**config.mk**
```make
export PLATFORM = sky130hd
export DESIGN_NAME = gst_snd_fifo
export DESIGN_NICKNAME = d
export VERILOG_FILES = /design/src/rtl/gst_snd_fifo.sv
export SDC_FILE = /design/constraint.sdc
export NUM_CORES = 1
export LEC_CHECK = 0
export BUFFER_PORTS_ARGS = -buffer_cell sky130_fd_sc_hd__buf_4
export CAP_MARGIN = 40
export CORE_MARGIN = 5
export CORE_UTILIZATION = 35
export CTS_CLUSTER_SIZE = 25
export DETAILED_ROUTE_END_ITERATION = 10
export MAX_ROUTING_LAYER = met4
export SETUP_SLACK_MARGIN = 0.4
export SKIP_LAST_GASP = 1
export SYNTH_ARGS = -nofsm -noshare
export SYNTH_HDL_FRONTEND = slang
export SYNTH_SLANG_ARGS = --single-unit
```
**constraint.sdc**
```tcl
create_clock -name clk32 -period 5.4 [get_ports clk32]
set_input_delay 0.27 -clock clk32 [delete_from_list [all_inputs] [get_ports clk32]]
set_output_delay 0.27 -clock clk32 [all_outputs]
set_load 0.05 [all_outputs]
```
**src/rtl/gst_snd_fifo.sv**
```systemverilog
// STE DMA sound receiver: requests words over SREQ/SLOAD_N, buffers them in a small FIFO,
// and pops them at the programmed sample rate as signed 8-bit left/right samples.
module gst_snd_fifo #(
  parameter int DEPTH = 4,
  parameter int PRE_W = 11
) (
  input  logic        clk32,
  input  logic        por,
  input  logic        mhz8_en,
  input  logic        sndon,
  input  logic        mono,
  input  logic [1:0]  rate,
  input  logic        sload_n,
  input  logic [15:0] din,
  output logic        sreq,
  output logic [7:0]  sample_l,
  output logic [7:0]  sample_r,
  output logic        sample_stb,
  output logic        underrun,
  output logic        overflow
);
  localparam int AW = $clog2(DEPTH);
  localparam int CW = AW + 1;
  localparam logic [CW-1:0] FULL       = CW'(DEPTH);
  localparam logic [CW-1:0] HIGH_WATER = CW'(DEPTH - 1);

  logic [15:0]      mem_q [DEPTH];
  logic [AW-1:0]    wr_ptr_q, wr_ptr_d, rd_ptr_q, rd_ptr_d;
  logic [CW-1:0]    count_q, count_d;
  logic             byte_ptr_q, byte_ptr_d;
  logic [PRE_W-1:0] pre_q, pre_d, term;
  logic             sload_prev_q, sndon_prev_q, mono_prev_q;
  logic             sreq_q, sreq_d;
  logic [7:0]       sample_l_q, sample_l_d, sample_r_q, sample_r_d;
  logic             sample_stb_q, sample_stb_d;
  logic             underrun_q, underrun_d, overflow_q, overflow_d;
  logic             load, tick, empty, pop, accept;
  logic [15:0]      head;

  always_comb begin
    case (rate)
      2'd0:    term = PRE_W'(1279);
      2'd1:    term = PRE_W'(639);
      2'd2:    term = PRE_W'(319);
      default: term = PRE_W'(159);
    endcase
  end

  always_comb begin
    load   = sndon & ~sload_n & sload_prev_q;
    empty  = (count_q == '0);
    tick   = sndon & mhz8_en & (pre_q == term);
    // Mono pops only after the second (low) byte of the head word has been played.
    pop    = tick & ~empty & (~mono | byte_ptr_q);
    accept = load & ((count_q != FULL) | pop);
    head   = mem_q[rd_ptr_q];

    wr_ptr_d     = wr_ptr_q;
    rd_ptr_d     = rd_ptr_q;
    count_d      = count_q;
    byte_ptr_d   = byte_ptr_q;
    pre_d        = pre_q;
    sreq_d       = 1'b0;
    sample_l_d   = sample_l_q;
    sample_r_d   = sample_r_q;
    sample_stb_d = 1'b0;

    if (!sndon) begin
      wr_ptr_d   = '0;
      rd_ptr_d   = '0;
      count_d    = '0;
      byte_ptr_d = 1'b0;
      pre_d      = '0;
      sample_l_d = '0;
      sample_r_d = '0;
    end else begin
      if (mhz8_en)
        pre_d = (pre_q >= term) ? '0 : pre_q + 1'b1;
      if (tick && !empty) begin
        sample_stb_d = 1'b1;
        if (!mono) begin
          sample_l_d = head[15:8];
          sample_r_d = head[7:0];
        end else if (!byte_ptr_q) begin
          sample_l_d = head[15:8];
          sample_r_d = head[15:8];
          byte_ptr_d = 1'b1;
        end else begin
          sample_l_d = head[7:0];
          sample_r_d = head[7:0];
          byte_ptr_d = 1'b0;
        end
      end
      if (pop)
        rd_ptr_d = rd_ptr_q + 1'b1;
      if (accept)
        wr_ptr_d = wr_ptr_q + 1'b1;
      count_d = count_q + CW'(accept) - CW'(pop);
      if (mono != mono_prev_q)
        byte_ptr_d = 1'b0;
      // One slot of headroom covers a load the MCU may already have in flight.
      sreq_d = (count_d < HIGH_WATER);
    end

    underrun_d = underrun_q;
    overflow_d = overflow_q;
    if (sndon && !sndon_prev_q) begin
      underrun_d = 1'b0;
      overflow_d = 1'b0;
    end else begin
      if (tick && empty)
        underrun_d = 1'b1;
      if (load && (count_q == FULL) && !pop)
        overflow_d = 1'b1;
    end
  end

  always_ff @(posedge clk32) begin
    if (accept)
      mem_q[wr_ptr_q] <= din;
  end

  always_ff @(posedge clk32 or posedge por) begin
    if (por) begin
      wr_ptr_q     <= '0;
      rd_ptr_q     <= '0;
      count_q      <= '0;
      byte_ptr_q   <= 1'b0;
      pre_q        <= '0;
      sload_prev_q <= 1'b1;
      sndon_prev_q <= 1'b0;
      mono_prev_q  <= 1'b0;
      sreq_q       <= 1'b0;
      sample_l_q   <= '0;
      sample_r_q   <= '0;
      sample_stb_q <= 1'b0;
      underrun_q   <= 1'b0;
      overflow_q   <= 1'b0;
    end else begin
      wr_ptr_q     <= wr_ptr_d;
      rd_ptr_q     <= rd_ptr_d;
      count_q      <= count_d;
      byte_ptr_q   <= byte_ptr_d;
      pre_q        <= pre_d;
      sload_prev_q <= sload_n;
      sndon_prev_q <= sndon;
      mono_prev_q  <= mono;
      sreq_q       <= sreq_d;
      sample_l_q   <= sample_l_d;
      sample_r_q   <= sample_r_d;
      sample_stb_q <= sample_stb_d;
      underrun_q   <= underrun_d;
      overflow_q   <= overflow_d;
    end
  end

  assign sreq       = sreq_q;
  assign sample_l   = sample_l_q;
  assign sample_r   = sample_r_q;
  assign sample_stb = sample_stb_q;
  assign underrun   = underrun_q;
  assign overflow   = overflow_q;
endmodule

```
==> results.sh <==
export IMPL_status="finished clean"
export IMPL_fillerInstances=1297
export IMPL_antenna_violations_before_repair=0
export IMPL_synth_largest_type_area_fraction=0.3933
export IMPL_drc_violations_left=0
export IMPL_post_synth_num_cell_types=53
export IMPL_power_static_leakage_nw=2.275
export IMPL_global_route_wire_length_before_repair_um=16620
export IMPL_final_hold_violation_count=0
export IMPL_postSynthNetCount=405
export IMPL_numClockSinks=106
export IMPL_endpoint_type_of_the_worst_setup_path="register"
export IMPL_synth_seq_cells=106
export IMPL_synthFlopType="edfxtp_1"
export IMPL_drt_first_pass_iters=4
export IMPL_yosysWarnings=0
export IMPL_gp_congestion=0.7807
export IMPL_clock_edge_transition_at_the_registers_on_the_reported_setup_and_hold_paths_ps=70
export IMPL_hpwlAfterDp_um=6762
export IMPL_max_freq_mhz=297.5
export IMPL_placement_rows=43
export IMPL_cts_root_buffer="clkbuf_16"
export IMPL_die_footprint_um2=16420
export IMPL_power_density_cell_area_nw_per_um2=279.5
export IMPL_wl_per_cell_um=16.90
export IMPL_worst_pin_slew_ps=717.0
export IMPL_die_width_um=128.2
export IMPL_worst_skew_late_latency_ps=350
export IMPL_worstPathRequired_ps=5680
export IMPL_netlist_instances=362
export IMPL_ir_worst_vdd_v=0.0002526
export IMPL_flow_area_growth_from_synthesis_pct=18.54
export IMPL_final_net_count=452
export IMPL_gr_usage_all_layers=0.1350
export IMPL_layout_cell_area_non_filler_um2=5792
export IMPL_hold_slack_ps=44.78
export IMPL_dp_cells=577
export IMPL_critical_path_arrival_ps=3640
export IMPL_synth_top_cells_by_count="edfxtp_1 (64), nand2_1 (53), dfrtp_1 (41)"
export IMPL_floorplan_initialDensity=0.3547
export IMPL_netlist_area_um2=4886
export IMPL_count_of_pins_on_the_block_boundary=44
export IMPL_wirelength_um=10020
export IMPL_fin_util=0.4205
export IMPL_antenna_diode_count=0
export IMPL_cts_tree="built"
export IMPL_grt_start_max_net_pins=52
export IMPL_postRouteAntennaNets=0
export IMPL_finalClockSkew_ps=10.39
export IMPL_async_flop_share=0.3962
export IMPL_synth_avg_cell_area_um2=13.50
export IMPL_setup_viol_count_final=0
export IMPL_start_kind="register"
export IMPL_cts_repair_timing_setup_buffer_count=0
export IMPL_setup_worst_path_class="reg -> reg"
export IMPL_max_cap_viol_count=0
export IMPL_gr_total_overflow=0
export IMPL_drtIter0Drc=188
export IMPL_timing_critical_path_fanout_max=7
export IMPL_layout_cells_sized_above_1=0.2494
export IMPL_finish_cell_count_without_fillers=593
export IMPL_clockBufferDepth=2
export IMPL_netlist_top_cells_area="edfxtp_1 (39%), dfrtp_1 (21%), mux4_2 (7.4%)"
export IMPL_synth_edf_count=64
export IMPL_cts_inserted_buffers=9
export IMPL_grt_pass1_vias=3161
export IMPL_timing_final_crit_share=0.6226
export IMPL_numPortBuffers=43
export IMPL_period_needed_ps=3362
export IMPL_yosysTopAreaCell="edfxtp_1"
export IMPL_ys_seq_area_frac=0.6087
export IMPL_slew_viol_final=0
export IMPL_vias_per_cell=5.024
export IMPL_rsz0062_at_grt="no"
export IMPL_worst_slew_margin_rel=0.5220
export IMPL_fin_setup_tns_ps=0
export IMPL_die_height_um=128.2
export IMPL_cts_htree_levels=3
export IMPL_core_area_um2=13770
export IMPL_yosysMostFrequentCell="edfxtp_1"
export IMPL_hold_path_class="in -> reg"
export IMPL_via_count=2979
export IMPL_placed_cell_area_um2=5488
[report_power, final]
group,internal [W],leakage (nW),switching [W],total (W)
clock network,0.000373,0.144,0.000282,0.000655
logic,0.0000350,0.979,0.0000502,0.0000852
registers,0.000873,1.15,0.00000561,0.000878
total,0.00128,2.27,0.000337,0.00162
[path summary, 6_finish.rpt]
check	start	end	slack [ps]	depth (start not counted)
max	pre_q[0]$_DFFE_PP0P_	sreq$_DFF_PP0_	2040	13
min	sload_n	sload_prev_q$_DFF_PP1_	40	1
max reg2reg	pre_q[0]$_DFFE_PP0P_	sreq$_DFF_PP0_	2040	13
min reg2reg	sndon_prev_q$_DFF_PP0_	underrun$_DFFE_PP0P_	520	2
max in group asynchronous	por	sample_l[3]$_DFFE_PP0P_	4390	4
min in group asynchronous	por	pre_q[10]$_DFFE_PP0P_	500	3
[critical path, stage by stage, from the launching register on]
cell,delay [ps]
dfrtp_1,420
ha_1,260
nand4_1,310
nor4_2,540
o2bb2ai_2,260
inv_1,90
ha_1,280
inv_1,60
ha_1,120
inv_1,40
fa_1,370
xor2_1,160
xnor2_1,190
and3_1,180
[layout make-up]
type,count,area (µm²),area share
Clock buffer,12,246.5,0.04256
Clock inverter,3,47.55,0.008209
Inverter,16,60.06,0.01037
Multi-Input combinational cell,224,1770,0.3057
Sequential cell,106,2974,0.5135
Tap cell,180,225.2,0.03889
Timing Repair Buffer,52,467.9,0.08080
[metal layers]
| metal | GRT usage | wire length (µm) | up-vias |
|---|---|---|---|
| li1 | - | - | 1419 |
| met1 | 0.1679 | 4551 | 1488 |
| met2 | 0.2169 | 4941 | 66 |
| met3 | 0.03875 | 449 | 6 |
| met4 | 0.03683 | 80 | 0 |
| met5 | - | 0 | - |
[registers in the layout, indices dropped and copies added (netlist names)]
name	flops
byte_ptr_q	1
count_q	3
mem_q	64
mono_prev_q	1
overflow	1
pre_q	11
rd_ptr_q	2
sample_l	8
sample_r	8
sample_stb	1
sload_prev_q	1
sndon_prev_q	1
sreq	1
underrun	1
wr_ptr_q	2
[cells by family (layout without fill, tap and decap cells)]
logic type / Yosys count / count (layout) / share of synthesized area
simple gates: 115 / 115 / 0.1229
flops: 106 / 106 / 0.6087
compound gates: 51 / 51 / 0.06505
mux: 36 / 36 / 0.1188
buf+inv: 32 / 83 / 0.02893
fa+ha+maj: 19 / 19 / 0.05019
xor+xnor: 3 / 3 / 0.005379
[what timing repair did]
action / CTS / global route
resized for setup: 0 / 0
hold buffers: 1 / 0
hold endpoints to repair: 19 / 0
[through the flow]
stage,setup WS [ps],power (W)
final,2038,0.001619
after global routing,1816,0.001681
after CTS,2042,0.001642
after detailed placement,1867,0.0009823
after global placement,1974,0.0009740
after floorplan,2294,0.0009413
[cell usage in the layout, fill, tap and decap left out, drive strengths merged, types with 2 or more instances in the layout]
cell / synthesis / layout
a21boi: 2 / 2
mux4: 16 / 16
nor3: 2 / 2
nor2: 13 / 13
nor2b: 6 / 6
nand2: 53 / 53
nand3: 9 / 9
nand3b: 4 / 4
dfrtp: 41 / 41
mux2i: 4 / 4
ha: 18 / 18
and2: 6 / 6
and3: 3 / 3
o21ai: 29 / 29
a211oi: 2 / 2
xor2: 2 / 2
edfxtp: 64 / 64
buf: 6 / 51
mux2: 16 / 16
nand4: 3 / 3
a21oi: 5 / 5
and4b: 6 / 6
inv: 16 / 18
nand2b: 3 / 3
clkbuf: 10 / 12
(Power assumes the default switching activity.)
